<file path="config.mk">
export PLATFORM = sky130hd
export DESIGN_NAME = rps_arbiter
export DESIGN_NICKNAME = d
export VERILOG_FILES = /design/src/rtl/rps_pkg.sv /design/src/rtl/rps_pick.sv /design/src/rtl/rps_arbiter.sv
export SDC_FILE = /design/constraint.sdc
export NUM_CORES = 1
export LEC_CHECK = 0
export CORE_UTILIZATION = 45
export DETAILED_ROUTE_END_ITERATION = 12
export HOLD_SLACK_MARGIN = 0.06
export MAX_ROUTING_LAYER = met4
export PLACE_DENSITY_LB_ADDON = 0.05
export SKIP_LAST_GASP = 1
export SLEW_MARGIN = 20
export SYNTH_ARGS = -nofsm -noshare
export SYNTH_HDL_FRONTEND = slang
export SYNTH_HIERARCHICAL = 1
export SYNTH_SLANG_ARGS = --single-unit
</file>
<file path="constraint.sdc">
create_clock -name clock -period 9.9 [get_ports clock]
set_input_delay 1.98 -clock clock [delete_from_list [all_inputs] [get_ports clock]]
set_output_delay 1.98 -clock clock [all_outputs]
set_load 0.05 [all_outputs]
</file>
<file path="src/rtl/rps_pkg.sv">
// ============================================================================
// rps_pkg
// ----------------------------------------------------------------------------
// Shared definitions for the rps_arbiter slice.
//
// Contents:
//   DEFAULT_N        default number of requesters (power of two, >= 2)
//   DEFAULT_MAX_HOLD default hold limit in cycles (0 = unlimited)
//   state_t          arbiter FSM state: IDLE (no owner) / BUSY (owner held)
// ============================================================================
package rps_pkg;

    localparam int DEFAULT_N        = 4;
    localparam int DEFAULT_MAX_HOLD = 4;

    typedef enum logic {
        IDLE = 1'b0,
        BUSY = 1'b1
    } state_t;

endpackage : rps_pkg

</file>
<file path="src/rtl/rps_pick.sv">
// ============================================================================
// rps_pick
// ----------------------------------------------------------------------------
// Combinational rotating first-one finder. Scans the request vector starting
// at index 'start' and moving upward, wrapping modulo N. It ignores any
// request whose bit is set in 'exclude'.
//
// Parameters:
//   N        number of request lines (power of two, >= 2)
//
// Ports:
//   req      input  [N-1:0]          request lines
//   start    input  [$clog2(N)-1:0]  first index examined
//   exclude  input  [N-1:0]          requests masked out of the search
//   onehot   output [N-1:0]          one-hot winner, zero when none found
//   idx      output [$clog2(N)-1:0]  winner index, zero when none found
//   found    output                  a winner exists
// ============================================================================
module rps_pick #(
    parameter int N = 4
) (
    input  logic [N-1:0]         req,
    input  logic [$clog2(N)-1:0] start,
    input  logic [N-1:0]         exclude,
    output logic [N-1:0]         onehot,
    output logic [$clog2(N)-1:0] idx,
    output logic                 found
);

    localparam int W = $clog2(N);

    logic [N-1:0] candidates;

    assign candidates = req & ~exclude;

    // Because N is a power of two, the W-bit sum start+i wraps modulo N on
    // its own. The first hit in scan order wins. Later hits are ignored
    // once 'found' is set.
    always_comb begin
        logic [W-1:0] pos;
        onehot = '0;
        idx    = '0;
        found  = 1'b0;
        pos    = '0;
        for (int i = 0; i < N; i++) begin
            pos = start + W'(i);
            if (!found && candidates[pos]) begin
                found       = 1'b1;
                idx         = pos;
                onehot[pos] = 1'b1;
            end
        end
    end

endmodule : rps_pick

</file>
<file path="src/rtl/rps_arbiter.sv">
// ============================================================================
// rps_arbiter
// ----------------------------------------------------------------------------
// N-way arbiter. It selects either round-robin or fixed-priority arbitration
// and has an optional hold limit. A granted owner keeps the grant while it
// requests. If it exceeds MAX_HOLD cycles while others wait, the grant is
// passed on. Grant outputs come straight from registers, so no combinational
// path runs from req to gnt.
//
// Parameters:
//   N          number of requesters (power of two, >= 2)
//   MAX_HOLD   maximum cycles an owner keeps the grant while others wait;
//              0 disables the limit
//
// Ports:
//   clock      input                   rising-edge clock
//   reset_n    input                   asynchronous active-low reset
//   en         input                   arbitration enable
//   req        input  [N-1:0]          request lines
//   mode       input                   0 = round-robin, 1 = fixed priority
//   gnt        output [N-1:0]          registered one-hot (or zero) grant
//   gnt_idx    output [$clog2(N)-1:0]  index of the granted requester
//   gnt_valid  output                  gnt is non-zero
//   ptr        output [$clog2(N)-1:0]  round-robin priority pointer
// ============================================================================
module rps_arbiter
    import rps_pkg::*;
#(
    parameter int N        = DEFAULT_N,
    parameter int MAX_HOLD = DEFAULT_MAX_HOLD
) (
    input  logic                 clock,
    input  logic                 reset_n,
    input  logic                 en,
    input  logic [N-1:0]         req,
    input  logic                 mode,
    output logic [N-1:0]         gnt,
    output logic [$clog2(N)-1:0] gnt_idx,
    output logic                 gnt_valid,
    output logic [$clog2(N)-1:0] ptr
);

    localparam int W         = $clog2(N);
    localparam int HOLD_W    = (MAX_HOLD > 2) ? $clog2(MAX_HOLD) : 1;
    localparam int HOLD_LAST = (MAX_HOLD > 0) ? MAX_HOLD - 1 : 0;

    state_t              state;
    state_t              next_state;
    logic [HOLD_W-1:0]   hold_cnt;
    logic [HOLD_W-1:0]   hold_next;
    logic [N-1:0]        gnt_next;
    logic [W-1:0]        idx_next;
    logic                valid_next;
    logic [W-1:0]        ptr_next;

    logic                req_owner;
    logic                limit_hit;
    logic                rearb_limit;
    logic                take_new;

    logic [W-1:0]        pick_start;
    logic [N-1:0]        pick_exclude;
    logic [N-1:0]        pick_onehot;
    logic [W-1:0]        pick_idx;
    logic                pick_found;

    // gnt_idx always names the current owner while BUSY, so it serves as
    // the owner register. Outside BUSY its value is zero and unused.
    assign req_owner = req[gnt_idx];
    assign limit_hit = (MAX_HOLD > 0) && (hold_cnt == HOLD_W'(HOLD_LAST));

    // When the hold limit expires and the owner still requests, the owner
    // is masked out of the search. A hit then means someone else is waiting.
    // No hit means the owner stays.
    assign rearb_limit  = (state == BUSY) && req_owner && limit_hit;
    assign pick_exclude = rearb_limit ? gnt : '0;
    assign pick_start   = mode ? '0 : ptr;

    rps_pick #(
        .N (N)
    ) u_pick (
        .req     (req),
        .start   (pick_start),
        .exclude (pick_exclude),
        .onehot  (pick_onehot),
        .idx     (pick_idx),
        .found   (pick_found)
    );

    // FSM state register
    always_ff @(posedge clock or negedge reset_n) begin
        if (!reset_n) begin
            state <= IDLE;
        end else begin
            state <= next_state;
        end
    end

    // Next-state logic. 'take_new' marks cycles where the search winner
    // is loaded as a new owner. Disabling the block overrides everything.
    always_comb begin
        next_state = state;
        take_new   = 1'b0;
        if (!en) begin
            next_state = IDLE;
        end else begin
            case (state)
                IDLE: begin
                    if (pick_found) begin
                        next_state = BUSY;
                        take_new   = 1'b1;
                    end
                end
                BUSY: begin
                    if (!req_owner) begin
                        if (pick_found) begin
                            take_new = 1'b1;
                        end else begin
                            next_state = IDLE;
                        end
                    end else if (limit_hit && pick_found) begin
                        take_new = 1'b1;
                    end
                end
                default: begin
                    next_state = IDLE;
                end
            endcase
        end
    end

    // Output / datapath next values. A new grant clears the hold counter.
    // In round-robin mode it also moves the pointer just past the winner.
    // A kept grant advances the hold counter up to its saturation value.
    always_comb begin
        gnt_next   = gnt;
        idx_next   = gnt_idx;
        valid_next = gnt_valid;
        ptr_next   = ptr;
        hold_next  = hold_cnt;
        if (next_state == IDLE) begin
            gnt_next   = '0;
            idx_next   = '0;
            valid_next = 1'b0;
            hold_next  = '0;
        end else if (take_new) begin
            gnt_next   = pick_onehot;
            idx_next   = pick_idx;
            valid_next = 1'b1;
            hold_next  = '0;
            if (!mode) begin
                ptr_next = pick_idx + W'(1);
            end
        end else if ((MAX_HOLD > 0) && !limit_hit) begin
            hold_next = hold_cnt + HOLD_W'(1);
        end
    end

    // Output and bookkeeping registers
    always_ff @(posedge clock or negedge reset_n) begin
        if (!reset_n) begin
            gnt       <= '0;
            gnt_idx   <= '0;
            gnt_valid <= 1'b0;
            ptr       <= '0;
            hold_cnt  <= '0;
        end else begin
            gnt       <= gnt_next;
            gnt_idx   <= idx_next;
            gnt_valid <= valid_next;
            ptr       <= ptr_next;
            hold_cnt  <= hold_next;
        end
    end

endmodule : rps_arbiter

</file>
==> impl_metrics.json <==
{
  "synth_top_family_by_area": "simple AND/OR/NAND/NOR gates",
  "p_leak_nw": 0.617,
  "combPwrFrac": 0.687,
  "gr-usage-all-layers": 0.213,
  "clock-sinks": 12,
  "status": "finished, final reports clean",
  "finClkSkew_ns": 0.00968,
  "critPathLaunchType": "input pin",
  "synth_compound_area_frac": 0.226,
  "antenna_found_initial": 0,
  "synth_xor_xnor_area_share": 0.0134,
  "worst_slack_ns": 4.82,
  "synth_top_area_frac": 0.231,
  "rows": 19,
  "htreeDepth": 1,
  "endpoint": "ptr[1]$_DFFE_PN0P_",
  "post_dp_cell_area_sq_mm": 0.00146,
  "coreArea_sq_mm": 0.00276,
  "dp.final_hpwl_mm": 2.42,
  "cts_buffers": 3,
  "ctsLongestPathBuffers": 2,
  "clkPwrFrac": 0.104,
  "port_buffers": 16,
  "num_antenna_cells": 0,
  "wl_mm": 2.99,
  "hold_class": "flip-flop to flip-flop",
  "clk_pin_slew_worst_paths_ns": 0.08,
  "r2r_end": "ptr[1]$_DFFE_PN0P_",
  "critical_path_class": "input pin to flip-flop",
  "synth_enable_flop_cells": 0,
  "final_util": 0.544,
  "grt_pass1_vias": 993,
  "ir_drop_v": 0.000148,
  "grt.overflow.total": 0,
  "syn_inst": 127,
  "muxShareOfSynthArea": 0.139,
  "wl_per_cell_um": 17.2,
  "drt-vias-per-instance": 6.27,
  "hold_viol": 0,
  "cp_max_fo": 20,
  "cts_tree": "done",
  "finalPower_mw": 0.385,
  "rsz0062_at_grt": "no",
  "synthToLayoutAreaGrowth_pct": 15.1,
  "arrival_ns": 5.24,
  "report.final.slew_viol_count": 0,
  "layout.nets": 161,
  "synth_fa_ha_area_frac": 0.0865,
  "reg2reg_depth": 11,
  "synthSimpleGateAreaFrac": 0.249,
  "grt_pass1_wl_mm": 4.91,
  "die_area_sq_mm": 0.00311,
  "ys_async_sr_fraction": 1.00,
  "period_needed_ns": 5.08,
  "firstDrtPassIters": 4,
  "ys.flop_type": "dfrtp_1",
  "initial_core_util": 0.472,
  "ctsHoldBuffers": 0,
  "seqPwrFrac": 0.210,
  "cp.depth": 13,
  "netlist_area_sq_mm": 0.00130,
  "layout_commonest_cell": "clkdlybuf4s50_1",
  "post-route-drc-count": 0,
  "synth_area_per_cell_sq_um": 10.3,
  "pre_cts_ws_ns": 4.53,
  "ys_types": 52,
  "grt_start_max_net_pins": 21,
  "place_congestion": 0.898,
  "ys_seq_area_frac": 0.231,
  "final_antenna_net_count": 0,
  "critPathTopFamily": "buffers and inverters",
  "r2r_slack_ns": 6.55,
  "reg2reg_from": "gnt_idx[1]$_DFFE_PN0P_",
  "swShare": 0.492,
  "cp-startpoint": "mode",
  "synth.largest_area_cell": "dfrtp_1",
  "die_h_um": 55.8,
  "timing.final.crit_share": 0.513,
  "syn-num-nets": 144,
  "powerDensity_mw_per_mm2": 257,
  "multiInputGateArea_sq_um": 930,
  "final_area_sq_mm": 0.00150,
  "slew_headroom": 0.579,
  "max_freq_ghz": 0.197,
  "cp.required_ns": 10.07,
  "netlist_top_cells_area": "dfrtp_1, ha_1, mux4_2, a22o_2, mux2i_1",
  "ys_seq_elements": 12,
  "crit_path_max_incr_delay_ns": 0.48,
  "fp.dieW_um": 55.8,
  "dr.first_iter.drc_count": 14,
  "p_int_mw": 0.195,
  "cp_cell_sequence": "clkdlybuf4s50_1, nor2_1, buf_4, inv_1, ha_1, clkinv_2, mux4_2, nor2_2, nand2_1, and2_1, o221a_4, nor2b_4, mux2_4",
  "most-common-layout-cells": "clkdlybuf4s50_1, dfrtp_1, ha_1, nor2_1",
  "register_area_sq_um": 300,
  "num_io_pins": 17,
  "finalSetupViolCount": 0,
  "fill_cells": 261,
  "root_buffer": "clkbuf_4",
  "post-cts-setup-buffers": 0,
  "p_switching_mw": 0.189,
  "drive_gt1_frac": 0.231,
  "setup_tns_ns": 0,
  "end_kind": "flip-flop",
  "yosys_warnings": 6,
  "worst_pin_slew_ns": 0.629,
  "worst_path_max_delay_cell": "ha_1",
  "cp_num_buf_inv": 4,
  "vias": 1091,
  "cap_violations": 0,
  "cts.repair.resized": 0,
  "clk_latency_ns": 0.29
}
==> synth_stat cells, drive strengths merged (2+ instances only) <==
library cell / number
o21ai: 4
ha: 9
nand3b: 2
or2b: 3
and3: 5
nor3: 6
nor2: 8
nor2b: 5
and2: 2
a311oi: 4
o211ai: 6
buf: 6
a22o: 7
nor3b: 2
o31ai: 3
nand4: 3
inv: 3
and2b: 3
dfrtp: 12
mux4: 5
nand2b: 2
nand2: 4
mux2i: 5
==> layer usage <==
metal,GRT usage,routed length [um],vias to the layer above
li1,-,-,526
met1,0.265,1370,537
met2,0.349,1490,23
met3,0.0163,71,5
met4,0.104,60,0
met5,-,0,-
==> sequential cells by signal (all words and copies together) (netlist names) <==
name	flops
gnt_valid	1
state	1
ptr	2
hold_cnt	2
gnt	4
gnt_idx	2
==> power by group through the flow <==
| stage | Sequential (mW) | Clock [mW] | Combinational, mW |
|---|---|---|---|
| floorplan | 0.130 | 0 | 0.152 |
| global placement | 0.0817 | 0 | 0.261 |
| detailed placement | 0.0818 | 0 | 0.264 |
| CTS | 0.0812 | 0.0396 | 0.264 |
| global route | 0.0831 | 0.0443 | 0.282 |
| finish | 0.0807 | 0.0399 | 0.264 |
==> logic make-up (layout without fill, tap and decap cells) <==
| logic type | Yosys count | in the layout |
|---|---|---|
| compound gates | 33 | 33 |
| xor+xnor | 2 | 2 |
| fa+ha+maj | 9 | 9 |
| buf+inv | 10 | 26 |
| flops | 12 | 12 |
| mux | 11 | 11 |
| simple gates | 50 | 50 |
==> through the flow <==
stage | cells | hold slack (ns)
floorplan | 127 | 0.516
global placement | 170 | 0.528
detailed placement | 170 | 0.524
CTS | 174 | 0.535
global route | 174 | 0.563
finish | 174 | 0.536
==> how the worst min path moves through the flow <==
| stage | from | to | slack [ns] | depth (start not counted) |
|---|---|---|---|---|
| finish | gnt_valid$_DFFE_PN0P_ | gnt_valid$_DFFE_PN0P_ | 0.54 | 2 |
| global route | gnt_valid$_DFFE_PN0P_ | gnt_valid$_DFFE_PN0P_ | 0.56 | 2 |
| CTS | gnt_valid$_DFFE_PN0P_ | gnt_valid$_DFFE_PN0P_ | 0.54 | 2 |
| detailed placement | gnt_valid$_DFFE_PN0P_ | gnt_valid$_DFFE_PN0P_ | 0.52 | 2 |
| global placement | gnt_valid$_DFFE_PN0P_ | gnt_valid$_DFFE_PN0P_ | 0.53 | 2 |
| floorplan | hold_cnt[1]$_DFFE_PN0P_ | hold_cnt[1]$_DFFE_PN0P_ | 0.52 | 2 |
==> cell type report <==
cell class                      instances  area share
Multi-Input combinational cell        105       0.620
Sequential cell                        12       0.200
Timing Repair Buffer                   18       0.117
Tap cell                               31      0.0259
Clock buffer                            4      0.0242
Inverter                                4      0.0125
==> worst reg2reg max path: stages (launching register included) <==
cell and delay [ns]:
dfrtp_1 0.43, mux2i_1 0.32, o22ai_1 0.19, and3_2 0.28, nor2b_1 0.51, mux4_1 0.47
nor3_1 0.07, nand2_1 0.11, and2_1 0.14, o221a_4 0.22, nor2b_4 0.18, mux2_4 0.30
Note: power is estimated with default switching activity, not from simulation.
